==> src/rtl/can_pkg.sv <==
// -----------------------------------------------------------------------------
// can_pkg
// Shared definitions for the CAN controller transmit path:
//   - tx_state_t     : TX buffer FSM state encoding
//   - TX_BASE_*      : first host register address of the TX buffer per map
//   - TX_LAST_*      : highest valid buffer index per map
//   - TX_BUF_BYTES   : size of the TX buffer in bytes
//   - CAN_MAX_DATA   : largest number of data bytes a classic CAN frame carries
//   - tx_buf_offset(): host address -> buffer index (out-of-range wraps high)
// -----------------------------------------------------------------------------
package can_pkg;

    typedef enum logic [2:0] {
        TX_IDLE = 3'd0,
        TX_LOAD = 3'd1,
        TX_SEND = 3'd2,
        TX_WAIT = 3'd3,
        TX_DONE = 3'd4
    } tx_state_t;

    localparam logic [5:0] TX_BASE_EXT   = 6'd16;
    localparam logic [5:0] TX_BASE_BASIC = 6'd10;
    localparam logic [5:0] TX_LAST_EXT   = 6'd12;
    localparam logic [5:0] TX_LAST_BASIC = 6'd9;
    localparam int         TX_BUF_BYTES  = 13;
    localparam logic [3:0] CAN_MAX_DATA  = 4'd8;

    // Addresses below the base wrap to a large offset and fail the range check.
    function automatic logic [5:0] tx_buf_offset(input logic [5:0] addr, input logic ext);
        return ext ? (addr - TX_BASE_EXT) : (addr - TX_BASE_BASIC);
    endfunction

endpackage

==> src/rtl/can_tx_frame_len.sv <==
// -----------------------------------------------------------------------------
// can_tx_frame_len
// Combinational frame-length decode for the TX buffer.
//   extended_mode in  1  1 = PeliCAN layout (info in byte 0), 0 = BasicCAN (info in byte 1)
//   info0         in  8  buffer byte 0  (PeliCAN: {FF,RTR,2'b0,DLC})
//   info1         in  8  buffer byte 1  (BasicCAN: {ID[2:0],RTR,DLC})
//   frame_len     out 4  total number of bytes to stream for this frame
// -----------------------------------------------------------------------------
module can_tx_frame_len
    import can_pkg::*;
(
    input  logic       extended_mode,
    input  logic [7:0] info0,
    input  logic [7:0] info1,
    output logic [3:0] frame_len
);

    logic [3:0] dlc;
    logic       rtr;
    logic [3:0] hdr_len;
    logic [3:0] data_len;

    always_comb begin
        if (extended_mode) begin
            dlc     = info0[3:0];
            rtr     = info0[6];
            // info byte plus a 4-byte (EFF) or 2-byte (SFF) identifier
            hdr_len = info0[7] ? 4'd5 : 4'd3;
        end else begin
            dlc     = info1[3:0];
            rtr     = info1[4];
            hdr_len = 4'd2;
        end

        // Remote frames carry no data; DLC 9..15 still means 8 data bytes.
        if (rtr)
            data_len = 4'd0;
        else if (dlc > CAN_MAX_DATA)
            data_len = CAN_MAX_DATA;
        else
            data_len = dlc;

        frame_len = hdr_len + data_len;
    end

endmodule

==> src/rtl/can_tx_buffer.sv <==
// -----------------------------------------------------------------------------
// can_tx_buffer
// Transmit-side frame buffer of the CAN controller. The host fills a 13-byte
// buffer through the register port; a transmit request locks it and streams
// the frame byte-by-byte to the bit-stream engine, retrying after arbitration
// loss or bus error until the frame is acknowledged or an abort is pending.
//
// Build option: define CAN_TX_RETRY_LIMIT_EN to give up after MAX_RETRY
// failed attempts; without it retries are unlimited and only abort stops them.
//
// Ports:
//   clk, rst (async, active-high)     clock / reset
//   wr, addr, data_in, tx_selected    host register write port
//   data_out                          registered readback of buffer byte at addr
//   reset_mode, extended_mode         controller mode (reset / PeliCAN map)
//   tx_request, abort_tx              command pulses
//   tx_byte, tx_byte_valid,
//   tx_byte_last, tx_byte_ready       byte stream to the engine
//   tx_frame_ok, tx_arb_lost, tx_error engine result pulses
//   tx_buf_status, tx_complete,
//   tx_in_progress, tx_done_pulse     SJA1000-style TX status
// -----------------------------------------------------------------------------
module can_tx_buffer
    import can_pkg::*;
#(
    parameter int U_DLY     = 1,
    parameter int MAX_RETRY = 15
) (
    input  logic       clk,
    input  logic       rst,
    input  logic       wr,
    input  logic [5:0] addr,
    input  logic [7:0] data_in,
    input  logic       tx_selected,
    input  logic       reset_mode,
    input  logic       extended_mode,
    input  logic       tx_request,
    input  logic       abort_tx,
    input  logic       tx_byte_ready,
    input  logic       tx_frame_ok,
    input  logic       tx_arb_lost,
    input  logic       tx_error,
    output logic [7:0] data_out,
    output logic [7:0] tx_byte,
    output logic       tx_byte_valid,
    output logic       tx_byte_last,
    output logic       tx_buf_status,
    output logic       tx_complete,
    output logic       tx_in_progress,
    output logic       tx_done_pulse
);

    if (U_DLY < 0 || MAX_RETRY < 1 || MAX_RETRY > 15) begin : g_param_check
        $error("can_tx_buffer: U_DLY must be >= 0 and MAX_RETRY within 1..15");
    end

    logic [7:0] tx_buf [TX_BUF_BYTES];
    tx_state_t  state;
    logic [3:0] len_dec;
    logic [3:0] len_q;
    logic [3:0] byte_idx;
    logic       abort_pend;
    logic [5:0] host_idx;
    logic       host_idx_ok;
    logic       retry_evt;
    logic       give_up;
    logic       retry_exhausted;

    assign host_idx    = tx_buf_offset(addr, extended_mode);
    assign host_idx_ok = extended_mode ? (host_idx <= TX_LAST_EXT) : (host_idx <= TX_LAST_BASIC);

    // Buffer contents are not reset; the host always rewrites before a request.
    always_ff @(posedge clk) begin
        if (wr && tx_selected && tx_buf_status && host_idx_ok)
            tx_buf[host_idx[3:0]] <= data_in;
    end

    always_ff @(posedge clk or posedge rst) begin
        if (rst)
            data_out <= 8'h00;
        else if (reset_mode)
            data_out <= 8'h00;
        else if (tx_selected && host_idx_ok)
            data_out <= tx_buf[host_idx[3:0]];
        else
            data_out <= 8'h00;
    end

    can_tx_frame_len u_frame_len (
        .extended_mode (extended_mode),
        .info0         (tx_buf[0]),
        .info1         (tx_buf[1]),
        .frame_len     (len_dec)
    );

    // The buffer is locked while streaming, so tx_byte holds while ready is low.
    assign tx_byte      = tx_buf[byte_idx];
    assign tx_byte_last = (state == TX_SEND) && (byte_idx == len_q - 4'd1);

    // A frame_ok in WAIT outranks a simultaneous arbitration loss / error.
    assign retry_evt = (tx_arb_lost || tx_error) &&
                       ((state == TX_SEND) || (state == TX_WAIT && !tx_frame_ok));

`ifdef CAN_TX_RETRY_LIMIT_EN
    logic [3:0] retry_cnt;
    assign retry_exhausted = (retry_cnt == 4'(MAX_RETRY - 1));
`else
    assign retry_exhausted = 1'b0;
`endif

    // An abort arriving in the same cycle as the failure counts as pending.
    assign give_up = abort_pend || abort_tx || retry_exhausted;

    always_ff @(posedge clk or posedge rst) begin
        if (rst) begin
            state          <= TX_IDLE;
            tx_buf_status  <= 1'b1;
            tx_complete    <= 1'b1;
            tx_in_progress <= 1'b0;
            tx_byte_valid  <= 1'b0;
            tx_done_pulse  <= 1'b0;
            abort_pend     <= 1'b0;
            len_q          <= 4'd0;
            byte_idx       <= 4'd0;
`ifdef CAN_TX_RETRY_LIMIT_EN
            retry_cnt      <= 4'd0;
`endif
        end else if (reset_mode) begin
            // Controller reset mode drops any frame silently (no done pulse).
            state          <= TX_IDLE;
            tx_buf_status  <= 1'b1;
            tx_complete    <= 1'b1;
            tx_in_progress <= 1'b0;
            tx_byte_valid  <= 1'b0;
            tx_done_pulse  <= 1'b0;
            abort_pend     <= 1'b0;
            len_q          <= 4'd0;
            byte_idx       <= 4'd0;
`ifdef CAN_TX_RETRY_LIMIT_EN
            retry_cnt      <= 4'd0;
`endif
        end else begin
            tx_done_pulse <= 1'b0;

            if ((state == TX_SEND || state == TX_WAIT) && abort_tx)
                abort_pend <= 1'b1;

            case (state)
                TX_IDLE: begin
                    if (tx_request) begin
                        state          <= TX_LOAD;
                        tx_buf_status  <= 1'b0;
                        tx_complete    <= 1'b0;
                        tx_in_progress <= 1'b1;
`ifdef CAN_TX_RETRY_LIMIT_EN
                        retry_cnt      <= 4'd0;
`endif
                    end
                end
                TX_LOAD: begin
                    len_q         <= len_dec;
                    byte_idx      <= 4'd0;
                    tx_byte_valid <= 1'b1;
                    state         <= TX_SEND;
                end
                TX_SEND: begin
                    if (tx_byte_valid && tx_byte_ready) begin
                        if (tx_byte_last) begin
                            tx_byte_valid <= 1'b0;
                            state         <= TX_WAIT;
                        end else begin
                            byte_idx <= byte_idx + 4'd1;
                        end
                    end
                end
                TX_WAIT: begin
                    if (tx_frame_ok) begin
                        tx_complete   <= 1'b1;
                        tx_done_pulse <= 1'b1;
                        state         <= TX_DONE;
                    end
                end
                TX_DONE: begin
                    tx_buf_status  <= 1'b1;
                    tx_in_progress <= 1'b0;
                    abort_pend     <= 1'b0;
                    state          <= TX_IDLE;
                end
                default: state <= TX_IDLE;
            endcase

            // Failure handling overrides the SEND/WAIT updates above.
            if (retry_evt) begin
                tx_byte_valid <= 1'b0;
                if (give_up) begin
                    state         <= TX_DONE;
                    tx_done_pulse <= 1'b1;
                end else begin
                    state <= TX_LOAD;
                end
`ifdef CAN_TX_RETRY_LIMIT_EN
                retry_cnt <= retry_cnt + 4'd1;
`endif
            end
        end
    end

endmodule

==> config.mk <==
export PLATFORM = sky130hd
export DESIGN_NAME = can_tx_buffer
export DESIGN_NICKNAME = d
export VERILOG_FILES = /design/src/rtl/can_pkg.sv /design/src/rtl/can_tx_frame_len.sv /design/src/rtl/can_tx_buffer.sv
export SDC_FILE = /design/constraint.sdc
export NUM_CORES = 1
export LEC_CHECK = 0
export BUFFER_PORTS_ARGS = -buffer_cell sky130_fd_sc_hd__buf_2
export CORE_MARGIN = 1.5
export CORE_UTILIZATION = 45
export CTS_BUF_LIST = sky130_fd_sc_hd__clkbuf_2
export DETAILED_ROUTE_END_ITERATION = 8
export PLACE_DENSITY = 0.62
export SYNTH_ARGS = -nofsm -noshare
export SYNTH_HDL_FRONTEND = slang
export SYNTH_HIERARCHICAL = 1
export SYNTH_SLANG_ARGS = --single-unit
==> constraint.sdc <==
create_clock -name clk -period 1.9 [get_ports clk]
set_input_delay 0.19 -clock clk [delete_from_list [all_inputs] [get_ports clk]]
set_output_delay 0.19 -clock clk [all_outputs]
set_load 0.01 [all_outputs]
== Word-level counts from Yosys, hierarchy flattened ==
Memory sizes are Yosys's and may differ from the RTL's.
Cells that the tools add are included.

* Add/sub/neg operators: 5
* Order comparisons: 3
* Equality and inequality tests: 13
* Mux-type cells: 48
* Reductions and logical operators: 26

{| class="wikitable"
|+ Operator list
! kind !! count
|-
| $mux W4 || 9
|-
| $mux W3 || 8
|-
| $mux W1 || 22
|-
| $mux W8 || 2
|-
| $le A6 B4 Y1 const B || 2
|-
| $ne A4 B4 Y1 const B || 3
|-
| $pmux W3 S4 || 1
|-
| $reduce_bool A3 Y1 || 4
|-
| $logic_and A1 B1 Y1 || 9
|-
| $ne A3 B3 Y1 const B || 3
|-
| $reduce_and A3 Y1 || 3
|-
| $pmux W1 S2 || 4
|-
| $pmux W4 S2 || 1
|-
| $eq A3 B2 Y1 const B || 2
|-
| $mux W6 || 1
|-
| $sub A6 B4 Y6 const B || 1
|-
| $sub A6 B5 Y6 const B || 1
|-
| $add A4 B1 Y4 const B || 1
|-
| $add A4 B4 Y4 || 1
|-
| $eq A4 B4 Y1 || 1
|-
| $gt A4 B4 Y1 const B || 1
|-
| $logic_or A1 B1 Y1 || 4
|-
| $ne A4 B3 Y1 const B || 1
|-
| $reduce_and A4 Y1 || 1
|-
| 9 further kinds || 9
|}

* Bits in registers: 25
* Bits in writable memories: 104
* Input port bits: 26
* Output and inout port bits: 22
* Word-level logic and storage cells: 106
* Memories: 1

{| class="wikitable"
|+ Memory list
! name !! words !! bits a word !! read ports !! clocked after Yosys merged registers in !! wr ports !! RTL line !! text
|-
| tx_buf || 13 || 8 || 4 || 0 || 1 || can_tx_buffer.sv:57 || <nowiki>logic [7:0] tx_buf [TX_BUF_BYTES];</nowiki>
|}

== Depth between registers and ports, before layout ==
Gate-level depths: netlist of the first run.

* Depth in word-level cells: 8
* Gate-level depth with buffers: 10
* Depth with buffers taken out: 9

== Modules after synthesis ==
Netlist of the first run, hierarchy kept.

{| class="wikitable"
|+ Modules (own cells, without submodules)
! module !! times used !! cells each !! area each (sq um) !! seq. area each (sq um)
|-
| can_tx_buffer || 1 || 398 || 6591.3 || 3991.3
|-
| can_tx_frame_len || 1 || 23 || 188.9 || 0.0
|}

== Worst setup path before layout of the first run ==
No wires, ideal clock.

* Path kind: input to register
* From: input addr[2]
* To: memory tx_buf[12][0] (enable)
* Library setup time: 0.385 ns
* Arrival time: 2.131 ns
* Required time: 1.515 ns
* Slack: -0.617 ns
* Stages: 5
* Buffers on the path: 0
* Cells stage by stage: inv_1 ha_1 xor2_2 o32ai_1 nor3b_1

* Longest elaborated chain between the ends: 7
* Elaborated cells between the ends (all ways): 9
* Those cells by class: add/sub: 2; order compare: 2; mux: 4; reduce/logical: 1

{| class="wikitable"
|+ RTL lines
! item !! RTL line !! text
|-
| start: declaration || can_tx_buffer.sv:32 || <nowiki>input logic [5:0] addr,</nowiki>
|-
| $sub A6 B4 Y6 or $sub A6 B5 Y6 (tied branches) || can_pkg.sv:30 || <nowiki>return ext ? (addr - TX_BASE_EXT) : (addr - TX_BASE_BASIC);</nowiki>
|-
| $mux W6 * || can_pkg.sv:30 ||
|-
| $le A6 B4 Y1 || can_tx_buffer.sv:70 || <nowiki>assign host_idx_ok = extended_mode ? (host_idx <= TX_LAST_EXT) : (host_idx <= TX_LAST_BASIC);</nowiki>
|-
| $mux W1 || can_tx_buffer.sv:70 ||
|-
| $logic_and A1 B1 Y1 || can_tx_buffer.sv:74 || <nowiki>if (wr && tx_selected && tx_buf_status && host_idx_ok)</nowiki>
|-
| $mux W1 || can_tx_buffer.sv:74 ||
|-
| $mux W1 (not written as such) || can_tx_buffer.sv:75 || <nowiki>tx_buf[host_idx[3:0]] <= data_in;</nowiki>
|-
| end: declaration || can_tx_buffer.sv:57 ||
|}

Mark *: on every way between the ends. The rest lies on a longest branch, timed or not.

== Worst setup path in the final report of the first run ==
* From: register byte_idx[0]
* To: output tx_byte[2]

* Longest elaborated chain between the ends: 1

{| class="wikitable"
|+ RTL lines
! item !! RTL line !! text
|-
| start: declaration || can_tx_buffer.sv:61 || <nowiki>logic [3:0] byte_idx;</nowiki>
|-
| start signal: assignment || can_tx_buffer.sv:172 || <nowiki>byte_idx <= byte_idx + 4'd1;</nowiki>
|-
| $mem_v2 Z13 W8 || - ||
|-
| end: declaration || can_tx_buffer.sv:44 || <nowiki>output logic [7:0] tx_byte,</nowiki>
|}

Every way passes these cells.

==> out/results.ini, run 1 <==
[sta]
slew_headroom_pct=65.12
setup-tns-final_ns=-8.667
period_share_pct=147.8
finalSetupViolations=17
fin_skew_ns=0.02269
layout_min_cycle_time_ns=2.809
timing.hold.ws_ns=0.07133
worst_slew_pin_slew_ns=0.5195
fin_ws_ns=-0.9089
fmax_ghz=0.3560
hold_violations=0
slew_viol_final=0
rsz0062_at_grt=yes

[yosys]
seq_area_frac_synth_pct=58.87
synth_edf_count=112
syn_area_um2=6780
netlist_instances=421
yosysWarnings=6
synth-async-reset-ratio_pct=18.25
ys_seq_elements=137
synth_cell_types=62
synth-main-ff-cell=edfxtp_1
synth_area_per_cell_um2=16.11

[cells_and_area]
final_layout_size_suffix_gt1_share_pct=45.61
layout_common_cells=edfxtp_1, buf_4, mux4_2, buf_2, nor2_1
final_cell_area_um2=8488
syn_to_final_growth_pct=25.19
final_common_cell=edfxtp_1
final_nets=590
finalNonFillerCells=755
n_fill_cell=1141
post-route-util_pct=57.96

[clock_tree]
numClockSinks=137
cts_buffers=17
htree_levels=4
clkTransAtPathRegs_ns=0.20
clk-insertion-delay-late_ns=0.71
clockRootBuffer=clkbuf_2
cts_tree=yes
clk_path_buf_depth=2

[placement]
dpl_worst_slack_ns=-0.2757
placedCellCount=699
dpl-instance-area_um2=7846
port_buffers=47
hpwl_um=12230
gp_congestion=0.8884

[hold_path]
hold_class=in2async

[route]
viasPerCell=5.899
drc=7
post_drt_wl_per_cell_um=22.33
dr.pass1.iters=7
antenna_left=0
finalWirelength_um=16860
vias=4454
drt-initial-drc-count=289

[floorplan]
fp.dieH_um=125.8
rows=44
initial_core_util_pct=46.30
top_level_ports=48
die_area_um2=15810
dieWidth_um=125.8
fp.coreArea_um2=14640

[setup_path]
startpoint_type=register
cp-end-kind=primary output
critPathArrivalTime_ns=2.62
path_max_fanout=7
r2r_cells=10
cp.required_ns=1.71
critPathKind=reg2out

[power]
p_leak_nw=3.060
clock_power_share_pct=28.7
p_int_mw=4.460
p_total_mw=6.206
power_switching_mw=1.746
swShare_pct=28.14
p_per_area_nw_per_um2=731.2
seq_power_share_pct=54.4
vdd.ir_drop.worst_mv=0.7023
pwr-share-comb_pct=16.8

[global_routing]
grt_pass1_vias=4576
grt_pass1_wl_um=25480
gr-total-overflow=0
antenna_found_initial=1
grt_max_degree=29
grt_usage_pct=22.20

[flow_run]
max_cap_viol_count=0

[run_status]
violations=DRC, setup timing
status=finished with violations

-- per-layer routing --
| layer | track usage [%] | part of all wire [%] | up-vias |
|---|---|---|---|
| li1 | - | - | 1988 |
| met1 | 28.60 | 40 | 2244 |
| met2 | 36.30 | 50 | 194 |
| met3 | 5.225 | 6.9 | 28 |
| met4 | 9.736 | 3.5 | 0 |
| met5 | 0 | 0 | - |
-- cells in the mapped netlist (2+ instances only) --
| library cell | number | area share, % |
|---|---|---|
| edfxtp_1 | 112 | 50 |
| mux4_2 | 56 | 19 |
| nor2_1 | 40 | 2.2 |
| dfrtp_1 | 23 | 8.5 |
| inv_1 | 14 | 0.78 |
| mux2i_1 | 14 | 2.1 |
| a21oi_1 | 11 | 0.81 |
| nand2_1 | 11 | 0.61 |
| clkbuf_1 | 10 | 0.55 |
| o21ai_0 | 9 | 0.66 |
| mux2_2 | 8 | 1.3 |
| o22ai_1 | 8 | 0.74 |
| buf_2 | 7 | 0.52 |
| a2111oi_1 | 6 | 0.89 |
| ha_1 | 6 | 1.1 |
| nand3_1 | 6 | 0.44 |
| nor3b_1 | 6 | 0.66 |
| nor3_1 | 5 | 0.37 |
| a211oi_1 | 4 | 0.44 |
| buf_4 | 4 | 0.44 |
| nor2b_1 | 4 | 0.37 |
| a31oi_1 | 3 | 0.28 |
| nand2b_1 | 3 | 0.28 |
| o21a_1 | 3 | 0.33 |
| xnor2_1 | 3 | 0.39 |
| xor2_1 | 3 | 0.39 |
| a2111oi_2 | 2 | 0.44 |
| a32o_1 | 2 | 0.30 |
| and2_1 | 2 | 0.18 |
| dfstp_2 | 2 | 0.78 |
| nand4b_1 | 2 | 0.26 |
| o311ai_1 | 2 | 0.26 |
-- power groups by stage --
stage	Clock [mW]	Sequential, mW	Combinational [mW]
after floorplan	0	3.44	0.562
after CTS	1.83	3.38	1.00
after global placement	0	3.44	0.943
after detailed placement	0	3.44	0.951
final	1.78	3.38	1.04
after global routing	1.97	3.39	1.13
-- cells by family after synthesis --
logic type,after synthesis,synth area share [%]
flops,137,58.87
compound gates,62,6.791
xor+xnor,9,1.587
fa+ha+maj,7,1.402
mux,78,22.00
simple gates,90,6.773
buf+inv,37,2.528
other cells,1,0.05531
-- area by class of cell --
class                   count  area [um^2]  share of cell area (%)
diodes                      1        2.502                 0.02948
clock buffers              18        90.09                   1.061
clock inverters            14        161.4                   1.902
inverters                  14        52.55                  0.6191
multi-input cells         254         2882                   33.95
flip-flops and latches    137         3993                   47.04
well taps                 184        230.2                   2.712
repair buffers            133         1077                   12.69
-- what timing repair did --
item	in CTS	in global routing
setup endpoints to repair	14	22
hold buffers	18	0
hold endpoints to repair	153	0
setup buffers	1	4
resized for setup	13	20
cloned	0	1
pin swaps	0	12
-- sequential cells by signal, summed over array words and instances, names as in the netlist --
name and cells:
state 3, tx_complete 1, tx_byte_valid 1, tx_buf 112, len_q 4, byte_idx 4, abort_pend 1, tx_buf_status 1
tx_done_pulse 1, tx_in_progress 1, data_out 8
-- worst max-delay path: stages, from the launching register on --
cell	delay, ns
dfrtp_2	0.45
buf_4	0.14
buf_12	0.13
mux4_2	0.51
mux4_2	0.54
buf_6	0.15
-- final timing paths --
path                                          from                   endpoint  slack [ns]
setup / recovery           byte_idx[0]$_DFFE_PP0P_                 tx_byte[2]       -0.91
hold / removal                                 rst  tx_byte_valid$_DFFE_PP0P_        0.07
min in group clk                           addr[0]      data_out[1]$_DFF_PP0_        0.07
hold reg to reg            tx_complete$_DFFE_PP1P_    tx_complete$_DFFE_PP1P_        0.52
setup reg to reg           byte_idx[0]$_DFFE_PP0P_    byte_idx[0]$_DFFE_PP0P_       -0.22
max in group asynchronous                      rst    tx_complete$_DFFE_PP1P_        1.52
Power figures use the tool's default switching activity.
==> run 2, diff against run 1 <==
Settings changed: ABC_AREA from default to 1.
==> run 2 against run 1 <==
Against the previous run:
- the run ends with setup timing left
- synthesized area grew 8.2%
- final cell count rose by 62%
- sequential cell count unchanged
- total power up 8.9%
- global-route usage increased by 4.9 points
- sequential share of layout area fell by 3.4 points
- synthesized cell count is 110% higher
- register-to-register slack improved by 0.25 ns
- clock power is 12% lower
- critical path depth is 2 higher
- utilization down 0.39 points
- combinational power rose by 68%
- highest routed layer unchanged
==> out/results.ini, run 2 <==
[yosys]
synth_area_per_cell_um2=8.377  ; was 16.11 um^2
ys_seq_elements=137  ; unchanged
yosysTopAreaCell=edfxtp_1  ; unchanged
synth.most_common_cell=nand2_1  ; was edfxtp_1
synthTopCellsByArea=edfxtp_1, nand2_1, dfrtp_1  ; was edfxtp_1, mux4_2, dfrtp_1
synth-async-reset-ratio_pct=18.25  ; unchanged
synth_common_cells=nand2_1, edfxtp_1, o21ai_0  ; was edfxtp_1, mux4_2, nor2_1
netlist_instances=876  ; was 421
yosysWarnings=6  ; unchanged
synth_cell_types=34  ; was 62
synth_edf_count=112  ; unchanged
syn_area_um2=7338  ; was 6780 um^2
synth-main-ff-cell=edfxtp_1  ; unchanged
seq_area_frac_synth_pct=54.39  ; was 58.87%
synth.top_cell.area_share_pct=45.83  ; was 49.60%

[hold_path]
hold_class=in2reg  ; was in2async

[setup_path]
crit_path_cell_trace=buf_12, buf_16, o211ai_1, nand3_1, o211ai_1, o21ai_1, buf_2  ; was buf_4, buf_12, mux4_2, mux4_2, buf_6
startpoint_type=register  ; unchanged
critPathKind=reg2out  ; unchanged
slowest_stage=dfrtp_2  ; was mux4_2
critPathArrivalTime_ns=2.34  ; was 2.62 ns
cp-end-kind=primary output  ; unchanged
cp.required_ns=1.71  ; about the same
path_max_fanout=7  ; unchanged
crit_buf_inv=3  ; unchanged
crit_family=flip-flops  ; was multiplexers
crit_top_cell=o211ai_1  ; was mux4_2
worst_path_largest_cell_delay_ns=0.52  ; was 0.54 ns

[power]
pwr-share-comb_pct=25.9  ; was 16.8%
vdd.ir_drop.worst_mv=0.3913  ; was 0.7023 mV
clock_power_share_pct=23.0  ; was 28.7%
p_per_area_nw_per_um2=739.1  ; was 731.2 nW/um^2
p_int_mw=4.535  ; was 4.460 mW
power_switching_mw=2.225  ; was 1.746 mW
swShare_pct=32.92  ; was 28.14%
p_leak_nw=3.890  ; was 3.060 nW
seq_power_share_pct=51.1  ; was 54.4%

[clock_tree]
clk_path_buf_depth=2  ; unchanged
clk-insertion-delay-late_ns=0.72  ; was 0.71 ns
htree_levels=4  ; unchanged
clockRootBuffer=clkbuf_2  ; unchanged
numClockSinks=137  ; unchanged
clkTransAtPathRegs_ns=0.21  ; was 0.20 ns
cts_buffers=17  ; unchanged
cts_tree=yes  ; unchanged

[placement]
dpl-instance-area_um2=8327  ; was 7846 um^2
port_buffers=47  ; unchanged
gp_congestion=0.9310  ; was 0.8884
hpwl_um=15050  ; was 12230 um

[route]
vias=6627  ; was 4454
finalWirelength_um=21960  ; was 16860 um
met2WireLength_um=10020  ; was 8414 um
dr.max_layer_used=met4  ; unchanged
route.met3.wl_um=1666  ; was 1159 um
drt-initial-drc-count=660  ; was 289
post_drt_wl_per_cell_um=17.96  ; was 22.33 um
viasPerCell=5.419  ; was 5.899
wl_met1_um=9612  ; was 6693 um
antenna_left=0  ; unchanged
drc=0  ; was 7
dr.pass1.iters=5  ; was 7

[floorplan]
fp.dieH_um=130.7  ; was 125.8 um
initial_core_util_pct=46.20  ; was 46.30%
dieWidth_um=130.7  ; was 125.8 um
rows=46  ; was 44
fp.coreArea_um2=15890  ; was 14640 um^2
top_level_ports=48  ; unchanged
die_area_um2=17080  ; was 15810 um^2

[cells_and_area]
n_fill_cell=1458  ; was 1141
syn_to_final_growth_pct=24.64  ; was 25.19%
final_layout_size_suffix_gt1_share_pct=22.96  ; was 45.61%
largest_register_ff_count=112  ; unchanged
final_cell_area_um2=9146  ; was 8488 um^2
layout_common_cells=nand2_1, edfxtp_1, o21ai_0, inv_1, nor2_1  ; was edfxtp_1, buf_4, mux4_2, buf_2, nor2_1
final_common_cell=nand2_1  ; was edfxtp_1
final_nets=1026  ; was 590

[global_routing]
gr-total-overflow=0  ; unchanged
grt_max_degree=90  ; was 29
grt_usage_pct=27.15  ; was 22.20%
grt_pass1_wl_um=33550  ; was 25480 um
antenna_found_initial=1  ; unchanged
grt_pass1_vias=6067  ; was 4576

[sta]
layout_min_cycle_time_ns=2.532  ; was 2.809 ns
rsz0062_at_grt=yes  ; unchanged
hold_violations=0  ; unchanged
period_share_pct=133.3  ; was 147.8%
slew_viol_final=0  ; unchanged
setup-tns-final_ns=-5.067  ; was -8.667 ns
fmax_ghz=0.3950  ; was 0.3560 GHz
fin_ws_ns=-0.6319  ; was -0.9089 ns
finalSetupViolations=9  ; was 17
fin_skew_ns=0.03110  ; was 0.02269 ns

[run_status]
violations=setup timing  ; was DRC, setup timing
status=finished with violations  ; unchanged

[flow_run]
max_cap_viol_count=0  ; unchanged

[run 2: cell types whose count changed after synthesis, moves of 14 or more]
cell      previous run  this run
nor2_1              40        79
inv_1               14        85
nand3_1              6        47
o21ai_0              9       111
o211ai_1             1        16
clkbuf_1            10        31
mux4_2              56         0
nand2_1             11       249
a21oi_1             11        48
mux2i_1             14         0
[run 2: cells by family after synthesis]
group	count (synthesis)	synth area share (%)
AND/OR/NAND/NOR	402	22.49
flip-flops	137	54.39
XOR/XNOR	4	0.4775
adder cells (fa/ha/maj)	7	1.296
other	1	0.05110
buffers and inverters	137	7.451
AO/OA/AOI/OAI	188	13.84
[run 2: layout make-up]
class,count,area [um^2],area share [%]
Clock buffer,19,95.09,1.040
Timing Repair Buffer,136,1149,12.56
Multi-Input combinational cell,609,3168,34.64
Inverter,92,364.1,3.981
Tap cell,216,270.3,2.955
Sequential cell,137,3993,43.65
Clock inverter,13,105.1,1.149
Antenna cell,1,2.502,0.02736
[run 2: worst register-to-register path, delay by kind of cell (launching register included)]
kind | cells | cell delay [ns]
and+or+nand+nor | 8 | 0.56
DFF | 1 | 0.44
buffers and inverters | 3 | 0.36
AOI/OAI and AO/OA | 2 | 0.25
adders and majority gates | 1 | 0.23
[run 2: worst paths after layout]
| path | startpoint | end | slack, ns | cells after the start |
|---|---|---|---|---|
| max | byte_idx[0]$_DFFE_PP0P_ | tx_byte[5] | -0.63 | 7 |
| min | addr[5] | data_out[0]$_DFF_PP0_ | 0.04 | 7 |
| max reg2reg | tx_buf[1][3]$_DFFE_PP_ | len_q[3]$_DFFE_PP0P_ | 0.03 | 14 |
| min reg2reg | tx_buf_status$_DFFE_PP1P_ | tx_buf_status$_DFFE_PP1P_ | 0.49 | 2 |
| max in group asynchronous | rst | tx_buf_status$_DFFE_PP1P_ | 1.02 | 5 |
| min in group asynchronous | rst | byte_idx[3]$_DFFE_PP0P_ | 0.57 | 5 |
[run 2: layer usage]
metal / track usage (%) / up-vias
met5: 0 / -
met4: 10.47 / 0
met3: 5.375 / 41
met2: 42.97 / 323
met1: 37.11 / 3105
li1: - / 3158
[run 2: through the flow]
| stage | total power [mW] | std cells | util (%) | setup slack (ns) | hold slack, ns |
|---|---|---|---|---|---|
| 2_1_floorplan | 4.422 | 883 | - | -0.02539 | 0.2158 |
| 3_3_place_gp | 4.937 | 1160 | 52.42 | -0.04300 | 0.2580 |
| 3_5_place_dp | 4.933 | 1160 | 52.42 | -0.08411 | 0.2523 |
| 4_1_cts | 6.716 | 1222 | 56.53 | -0.6911 | 0.0009466 |
| 5_1_grt | 7.127 | 1223 | 57.58 | -0.7425 | 0.03451 |
| 6_report | 6.760 | 1223 | 57.58 | -0.6319 | 0.03978 |
[run 2: power by group through the flow]
| stage | registers, mW | clock network (mW) | logic, mW |
|---|---|---|---|
| 6_report | 3.45 | 1.56 | 1.75 |
| 5_1_grt | 3.47 | 1.71 | 1.94 |
| 4_1_cts | 3.45 | 1.59 | 1.68 |
| 3_5_place_dp | 3.52 | 0 | 1.41 |
| 3_3_place_gp | 3.52 | 0 | 1.42 |
| 2_1_floorplan | 3.53 | 0 | 0.895 |
[run 2: repair_timing]
| item | in CTS | in global routing |
|---|---|---|
| endpoints found under the hold margin | 158 | 0 |
| hold buffers | 20 | 0 |
| pin swaps | 19 | 20 |
| setup endpoints to repair | 9 | 13 |
| cloned | 4 | 0 |
| buffers inserted | 6 | 1 |
| resized for setup | 37 | 56 |
